## config.mk

```make
export PLATFORM = sky130hd
export DESIGN_NAME = draw_sequencer_flat
export DESIGN_NICKNAME = d
export VERILOG_FILES = /design/src/rtl/draw_sequencer_if.sv /design/src/rtl/draw_sequencer.sv /design/src/flat_wrapper.sv
export SDC_FILE = /design/constraint.sdc
export NUM_CORES = 1
export LEC_CHECK = 0
export CORE_ASPECT_RATIO = 1.5
export CORE_MARGIN = 2
export CORE_UTILIZATION = 55
export DETAILED_ROUTE_END_ITERATION = 16
export PLACE_DENSITY_LB_ADDON = 0.08
export SETUP_SLACK_MARGIN = 0.5
export SLEW_MARGIN = 20
export SYNTH_ARGS = -nofsm -noshare
export SYNTH_HDL_FRONTEND = slang
export SYNTH_SLANG_ARGS = --single-unit
```

## constraint.sdc

```tcl
create_clock -name CLK -period 3.81 [get_ports CLK]
set_input_delay 0.381 -clock CLK [delete_from_list [all_inputs] [get_ports CLK]]
set_output_delay 0.381 -clock CLK [all_outputs]
set_load 0.005 [all_outputs]
```

## src/rtl/draw_sequencer_if.sv

```systemverilog
// Command/engine handshake bundle between a draw controller and the draw sequencer.
// The sequencer connects through the slave modport.
interface draw_sequencer_if;
  logic       CMD_VALID;
  logic [3:0] CMD_OP;
  logic       CMD_READY;
  logic       FU_REQ;
  logic [4:0] START;
  logic [4:0] DONE;
  logic       FU_START;
  logic       FU_DONE;
  logic [3:0] SEL;
  logic       BUSY;
  logic       ERR;
  logic       TIMEOUT;

  modport master (
    output CMD_VALID, CMD_OP, FU_REQ, DONE, FU_DONE,
    input  CMD_READY, START, FU_START, SEL, BUSY, ERR, TIMEOUT
  );

  modport slave (
    input  CMD_VALID, CMD_OP, FU_REQ, DONE, FU_DONE,
    output CMD_READY, START, FU_START, SEL, BUSY, ERR, TIMEOUT
  );
endinterface

```

## src/rtl/draw_sequencer.sv

```systemverilog
// Draw sequencer: accepts draw/frame-update commands, launches one engine at a time
// and waits for its completion or abandons it after a timeout.
module draw_sequencer #(
  parameter logic [15:0] TIMEOUT_CYCLES = 16'd65535
) (
  input  logic            CLK,
  input  logic            RST,
  draw_sequencer_if.slave bus
);
  typedef enum logic [2:0] {
    IDLE    = 3'd0,
    LAUNCH  = 3'd1,
    WAIT    = 3'd2,
    FLAUNCH = 3'd3,
    FWAIT   = 3'd4
  } state_t;

  localparam logic [3:0] OP_FU    = 4'd10;
  localparam logic [3:0] SEL_FU   = 4'd10;
  localparam logic [3:0] SEL_IDLE = 4'd15;

  state_t      state_r, next_state_s;
  logic [2:0]  op_r, op_next_s;
  logic [15:0] wait_cnt_r;
  logic        fu_pending_r;
  logic        illegal_s, timeout_s, expired_s;
  logic [4:0]  start_r, start_next_s;
  logic        fu_start_r, fu_start_next_s;
  logic [3:0]  sel_r, sel_next_s;
  logic        busy_r, busy_next_s;
  logic        err_r, timeout_r;

  function automatic logic [4:0] op_onehot(input logic [2:0] op);
    case (op)
      3'd0:    op_onehot = 5'b00001;
      3'd1:    op_onehot = 5'b00010;
      3'd2:    op_onehot = 5'b00100;
      3'd3:    op_onehot = 5'b01000;
      3'd4:    op_onehot = 5'b10000;
      default: op_onehot = 5'b00000;
    endcase
  endfunction

  assign expired_s = (wait_cnt_r == (TIMEOUT_CYCLES - 16'd1));

  // Next-state selection; a completion on the expiry cycle beats the timeout.
  always_comb begin
    next_state_s = state_r;
    op_next_s    = op_r;
    illegal_s    = 1'b0;
    timeout_s    = 1'b0;
    case (state_r)
      IDLE: begin
        if (fu_pending_r) begin
          next_state_s = FLAUNCH;
        end else if (bus.CMD_VALID) begin
          if (bus.CMD_OP <= 4'd4) begin
            next_state_s = LAUNCH;
            op_next_s    = bus.CMD_OP[2:0];
          end else if (bus.CMD_OP == OP_FU) begin
            next_state_s = FLAUNCH;
          end else begin
            illegal_s = 1'b1;
          end
        end else begin
          next_state_s = IDLE;
        end
      end
      LAUNCH:  next_state_s = WAIT;
      WAIT: begin
        if (|(bus.DONE & op_onehot(op_r))) begin
          next_state_s = IDLE;
        end else if (expired_s) begin
          next_state_s = IDLE;
          timeout_s    = 1'b1;
        end else begin
          next_state_s = WAIT;
        end
      end
      FLAUNCH: next_state_s = FWAIT;
      FWAIT: begin
        if (bus.FU_DONE) begin
          next_state_s = IDLE;
        end else if (expired_s) begin
          next_state_s = IDLE;
          timeout_s    = 1'b1;
        end else begin
          next_state_s = FWAIT;
        end
      end
      default: next_state_s = IDLE;
    endcase
  end

  // Output values for the coming cycle, derived from the state being entered.
  always_comb begin
    start_next_s    = 5'b00000;
    fu_start_next_s = 1'b0;
    sel_next_s      = SEL_IDLE;
    busy_next_s     = 1'b1;
    case (next_state_s)
      IDLE:    busy_next_s = 1'b0;
      LAUNCH: begin
        start_next_s = op_onehot(op_next_s);
        sel_next_s   = {1'b0, op_next_s};
      end
      WAIT:    sel_next_s = {1'b0, op_next_s};
      FLAUNCH: begin
        fu_start_next_s = 1'b1;
        sel_next_s      = SEL_FU;
      end
      FWAIT:   sel_next_s = SEL_FU;
      default: busy_next_s = 1'b0;
    endcase
  end

  // State, wait counter, pending frame update and registered outputs.
  always_ff @(posedge CLK) begin
    if (RST) begin
      state_r      <= IDLE;
      op_r         <= 3'd0;
      wait_cnt_r   <= 16'd0;
      fu_pending_r <= 1'b0;
      start_r      <= 5'b00000;
      fu_start_r   <= 1'b0;
      sel_r        <= SEL_IDLE;
      busy_r       <= 1'b0;
      err_r        <= 1'b0;
      timeout_r    <= 1'b0;
    end else begin
      state_r      <= next_state_s;
      op_r         <= op_next_s;
      wait_cnt_r   <= ((state_r == WAIT) || (state_r == FWAIT)) ? (wait_cnt_r + 16'd1) : 16'd0;
      // A new request in the same cycle as FLAUNCH entry keeps the flag set.
      fu_pending_r <= bus.FU_REQ | (fu_pending_r & (next_state_s != FLAUNCH));
      start_r      <= start_next_s;
      fu_start_r   <= fu_start_next_s;
      sel_r        <= sel_next_s;
      busy_r       <= busy_next_s;
      err_r        <= err_r | illegal_s | timeout_s;
      timeout_r    <= timeout_s;
    end
  end

  assign bus.CMD_READY = (state_r == IDLE) && !fu_pending_r && !RST;
  assign bus.START     = start_r;
  assign bus.FU_START  = fu_start_r;
  assign bus.SEL       = sel_r;
  assign bus.BUSY      = busy_r;
  assign bus.ERR       = err_r;
  assign bus.TIMEOUT   = timeout_r;
endmodule

```

## src/flat_wrapper.sv

```systemverilog
// flat-port wrapper written by rule: the top's interface ports become plain ports
module draw_sequencer_flat 
#(
  parameter logic [15:0] TIMEOUT_CYCLES = 16'd65535
)
  (CLK, RST, bus_CMD_VALID, bus_CMD_OP, bus_FU_REQ, bus_DONE, bus_FU_DONE, bus_CMD_READY, bus_START, bus_FU_START, bus_SEL, bus_BUSY, bus_ERR, bus_TIMEOUT);
  draw_sequencer_if bus_i ();
  input  logic CLK;
  input  logic RST;
  input wire logic [$bits(bus_i.CMD_VALID)-1:0] bus_CMD_VALID;
  input wire logic [$bits(bus_i.CMD_OP)-1:0] bus_CMD_OP;
  input wire logic [$bits(bus_i.FU_REQ)-1:0] bus_FU_REQ;
  input wire logic [$bits(bus_i.DONE)-1:0] bus_DONE;
  input wire logic [$bits(bus_i.FU_DONE)-1:0] bus_FU_DONE;
  output wire logic [$bits(bus_i.CMD_READY)-1:0] bus_CMD_READY;
  output wire logic [$bits(bus_i.START)-1:0] bus_START;
  output wire logic [$bits(bus_i.FU_START)-1:0] bus_FU_START;
  output wire logic [$bits(bus_i.SEL)-1:0] bus_SEL;
  output wire logic [$bits(bus_i.BUSY)-1:0] bus_BUSY;
  output wire logic [$bits(bus_i.ERR)-1:0] bus_ERR;
  output wire logic [$bits(bus_i.TIMEOUT)-1:0] bus_TIMEOUT;
  assign bus_i.CMD_VALID = bus_CMD_VALID;
  assign bus_i.CMD_OP = bus_CMD_OP;
  assign bus_i.FU_REQ = bus_FU_REQ;
  assign bus_i.DONE = bus_DONE;
  assign bus_i.FU_DONE = bus_FU_DONE;
  assign bus_CMD_READY = bus_i.CMD_READY;
  assign bus_START = bus_i.START;
  assign bus_FU_START = bus_i.FU_START;
  assign bus_SEL = bus_i.SEL;
  assign bus_BUSY = bus_i.BUSY;
  assign bus_ERR = bus_i.ERR;
  assign bus_TIMEOUT = bus_i.TIMEOUT;
  draw_sequencer #(.TIMEOUT_CYCLES(TIMEOUT_CYCLES)) u_core (.CLK(CLK), .RST(RST), .bus(bus_i));
endmodule
```

==> out/qor.tcl <==
set qor(finClkSkew_ns) 0.00277
set qor(ys_seq_area_frac) 0.442
set qor(dr.pass1.iters) 4
set qor(cp-end-kind) {output pin}
set qor(critical_path.max_stage_delay_ns) 0.58
set qor(area_growth_syn_to_layout_pct) 24.7
set qor(slew_violations) 0
set qor(path_max_fanout) 9
set qor(ys_warn_count) 0
set qor(place.port_buffers) 27
set qor(clk_latency_ns) 0.28
set qor(via_count_of_the_first_global_routing_pass) 1298
set qor(maximum_buffer_depth_of_the_clock_tree) 2
set qor(p_per_area_mw_per_mm2) 411
set qor(cell_area_after_synthesis_sq_mm) 0.00163
set qor(multiInputGateArea_sq_um) 886
set qor(die-area_sq_mm) 0.00342
set qor(cp_data_required_time_ns) 3.43
set qor(max_cap_violations) 0
set qor(final.fill_count) 244
set qor(synthDistinctLibCells) 43
set qor(cts_root_buf) {sky130_fd_sc_hd__clkbuf_8}
set qor(cts_post_setup_buffers_inserted) 0
set qor(final_cell_area_sq_mm) 0.00203
set qor(swShare) 0.257
set qor(switching_power_mw) 0.215
set qor(vias_per_std_cell) 5.52
set qor(pin_count) 28
set qor(crit_share_post_route) 0.595
set qor(insertedDiodeCount) 0
set qor(pwr_total_mw) 0.835
set qor(synth_area_per_cell_sq_um) 9.05
set qor(drt_first_iter_violations) 28
set qor(synth.largest_area_cell) {sky130_fd_sc_hd__dfxtp_1}
set qor(cellInternalPower_mw) 0.621
set qor(finalSetupViolCount) 0
set qor(clock_power_share) 0.332
set qor(place.gp.congestion) 0.912
set qor(number_of_buffers_created_by_cts) 5
set qor(grt_usage) 0.215
set qor(die_height_um) 70.7
set qor(post_route_cells_drive_above_1_share) 0.0802
set qor(tritoncts_clock_tree) {yes}
set qor(synth_top_cells_by_count) {sky130_fd_sc_hd__dfxtp_1, sky130_fd_sc_hd__nor2_1, sky130_fd_sc_hd__nand2_1, sky130_fd_sc_hd__nor3_1}
set qor(critPathArrivalTime_ns) 1.89
set qor(die_span_in_x_um) 48.4
set qor(detail_route.drc_violations) 0
set qor(antenna_found_initial) 0
set qor(grt.overflow.total) 0
set qor(grt_start_max_net_pins) 17
set qor(detailed_place.area_sq_mm) 0.00194
set qor(drtAntennaViolNets) 0
set qor(drt_wl_total_mm) 3.37
set qor(nets) 227
set qor(row_count) 24
set qor(placeableCoreArea_sq_mm) 0.00285
set qor(comb_power_share) 0.176
set qor(clock-sinks) 36
set qor(timing_worst_setup_path_type) {flip-flop to output pin}
set qor(num_vias) 1385
set qor(detailed_place_hpwl_mm) 2.60
set qor(yosys_most_used_dff) {sky130_fd_sc_hd__dfxtp_1}
set qor(ctsHtreeMaxLevel) 2
set qor(wire_length_of_the_first_global_routing_pass_mm) 5.76
set qor(initial_utilization) 0.571
set qor(critPathSlowestCell) {sky130_fd_sc_hd__or4_4}
set qor(vdd_ir_drop_max_mv) 0.311
set qor(postLayoutCoreUtil) 0.712
set qor(synth.most_common_cell) {sky130_fd_sc_hd__dfxtp_1}
set qor(post_cts_resized) 0
set qor(sequential_share_of_power) 0.492
set qor(startpoint_type) {flip-flop}
set qor(synth_fp_nets) 196
set qor(postSynthCellCount) 180
set qor(maxSlewHeadroom) 0.273
set qor(status) {finished, final reports clean}
set qor(clock.fmax_mhz) 441
set qor(critical_path.cell_chain) {or4_4 > nor2_1 > clkdlybuf4s50_1}
set qor(number_of_enable_type_register_cells_in_the_synthesized_netlist) 0
set qor(report.final.hold_viol_count) 0
set qor(holdCritPathClass) {flip-flop to flip-flop}
set qor(synth-async-reset-ratio) 0
set qor(setup_tns_ns) 0
set qor(post-synth-top-area-fraction) 0.442
set qor(regArea_sq_um) 721
set qor(leakagePower_nw) 0.702
set qor(ctsHoldBuffers) 0
set qor(clk_transition_reported_paths_ns) 0.07
set qor(max_slew.worst_pin.slew_ns) 1.08
set qor(leading_post_synthesis_cells_by_cell_area) {sky130_fd_sc_hd__dfxtp_1, sky130_fd_sc_hd__nor2_1, sky130_fd_sc_hd__xor2_1}
set qor(min_period_ns) 2.27
set qor(drt-wirelength-per-cell_um) 13.4
set qor(ys_seq_elements) 36
set qor(grt_setup_unrepaired) {false}
## state kept, by name, summed over array words and instances, names as in the netlist
register	flops
u_core.bus.ERR	1
u_core.bus.SEL	4
u_core.bus.START	5
u_core.fu_pending_r	1
u_core.bus.FU_START	1
u_core.op_r	3
u_core.bus.TIMEOUT	1
u_core.state_r	3
u_core.wait_cnt_r	16
u_core.bus.BUSY	1
## power by group through the flow
stage          clock network (mW)  registers [mW]  logic (mW)
6_report                    0.277           0.411       0.147
2_1_floorplan                   0           0.418      0.0837
3_5_place_dp                    0           0.420       0.148
5_1_grt                     0.298           0.413       0.162
3_3_place_gp                    0           0.419       0.145
4_1_cts                     0.287           0.411       0.148
## worst paths after layout
kind | from | end | slack, ns | depth (start not counted)
max | u_core.state_r[0] | bus_CMD_READY | 1.54 | 3
min | u_core.wait_cnt_r[0] | u_core.wait_cnt_r[0] | 0.47 | 1
max reg2reg | u_core.state_r[0] | u_core.bus.SEL[1] | 1.67 | 5
min reg2reg | u_core.wait_cnt_r[0] | u_core.wait_cnt_r[0] | 0.47 | 1
## critical path, delay by kind of cell (launching register included)
family | cells | cell delay [ns]
and+or+nand+nor | 2 | 0.69
buffers and inverters | 1 | 0.52
DFF | 1 | 0.39
## area by class of cell
class                      count  share of cell area
inverter                       3             0.00555
tap                           39              0.0240
multi-input combinational    138               0.436
clock inverter                 1             0.00370
timing repair buffer          27               0.133
clock buffer                   7              0.0425
sequential                    36               0.355
## cells by family (layout without fill, tap and decap cells)
kind of cell               count (synthesis)  after routing  share of synthesized area
and+or+nand+nor                           90             90                      0.303
adders and majority gates                  2              2                     0.0154
buffers and inverters                      6             38                     0.0138
AOI/OAI and AO/OA                         33             33                      0.154
xor gates and xnor gates                  11             11                     0.0591
muxes                                      2              2                     0.0123
DFF                                       36             36                      0.442
## per-layer routing
layer / vias to the layer above / track usage / wire, um
met5: - / 0 / 0
met4: 0 / 0.111 / 69
met3: 7 / 0.0443 / 81
met2: 18 / 0.418 / 1940
met1: 648 / 0.210 / 1280
li1: 712 / - / -
## through the flow
step | hold WS [ns] | instances | setup WS, ns
2_1_floorplan | 0.437 | 180 | 1.79
3_3_place_gp | 0.447 | 243 | 1.46
3_5_place_dp | 0.457 | 243 | 1.42
4_1_cts | 0.473 | 251 | 1.53
5_1_grt | 0.510 | 251 | 1.47
6_report | 0.468 | 251 | 1.54
## layout by cell type (no fill, tap or decap), types with 3 or more instances in the layout
cell / synthesis / layout
sky130_fd_sc_hd__dfxtp_1: 36 / 36
sky130_fd_sc_hd__clkdlybuf4s50_1: 0 / 27
sky130_fd_sc_hd__nor2_1: 24 / 24
sky130_fd_sc_hd__nand2_1: 9 / 9
sky130_fd_sc_hd__nor3_1: 9 / 9
sky130_fd_sc_hd__o21ai_0: 8 / 8
sky130_fd_sc_hd__nand3_1: 8 / 8
sky130_fd_sc_hd__or3_1: 6 / 6
sky130_fd_sc_hd__xor2_1: 6 / 6
sky130_fd_sc_hd__clkbuf_8: 0 / 6
sky130_fd_sc_hd__a21oi_1: 5 / 5
sky130_fd_sc_hd__nand4_1: 5 / 5
sky130_fd_sc_hd__xnor2_1: 5 / 5
sky130_fd_sc_hd__and2_1: 4 / 4
sky130_fd_sc_hd__nor4_1: 4 / 4
sky130_fd_sc_hd__o21a_1: 4 / 4
sky130_fd_sc_hd__inv_1: 3 / 3
sky130_fd_sc_hd__nor2b_1: 3 / 3
sky130_fd_sc_hd__nand2b_1: 3 / 3
sky130_fd_sc_hd__nor3b_1: 3 / 3
Note: power is estimated with default switching activity, not from simulation.
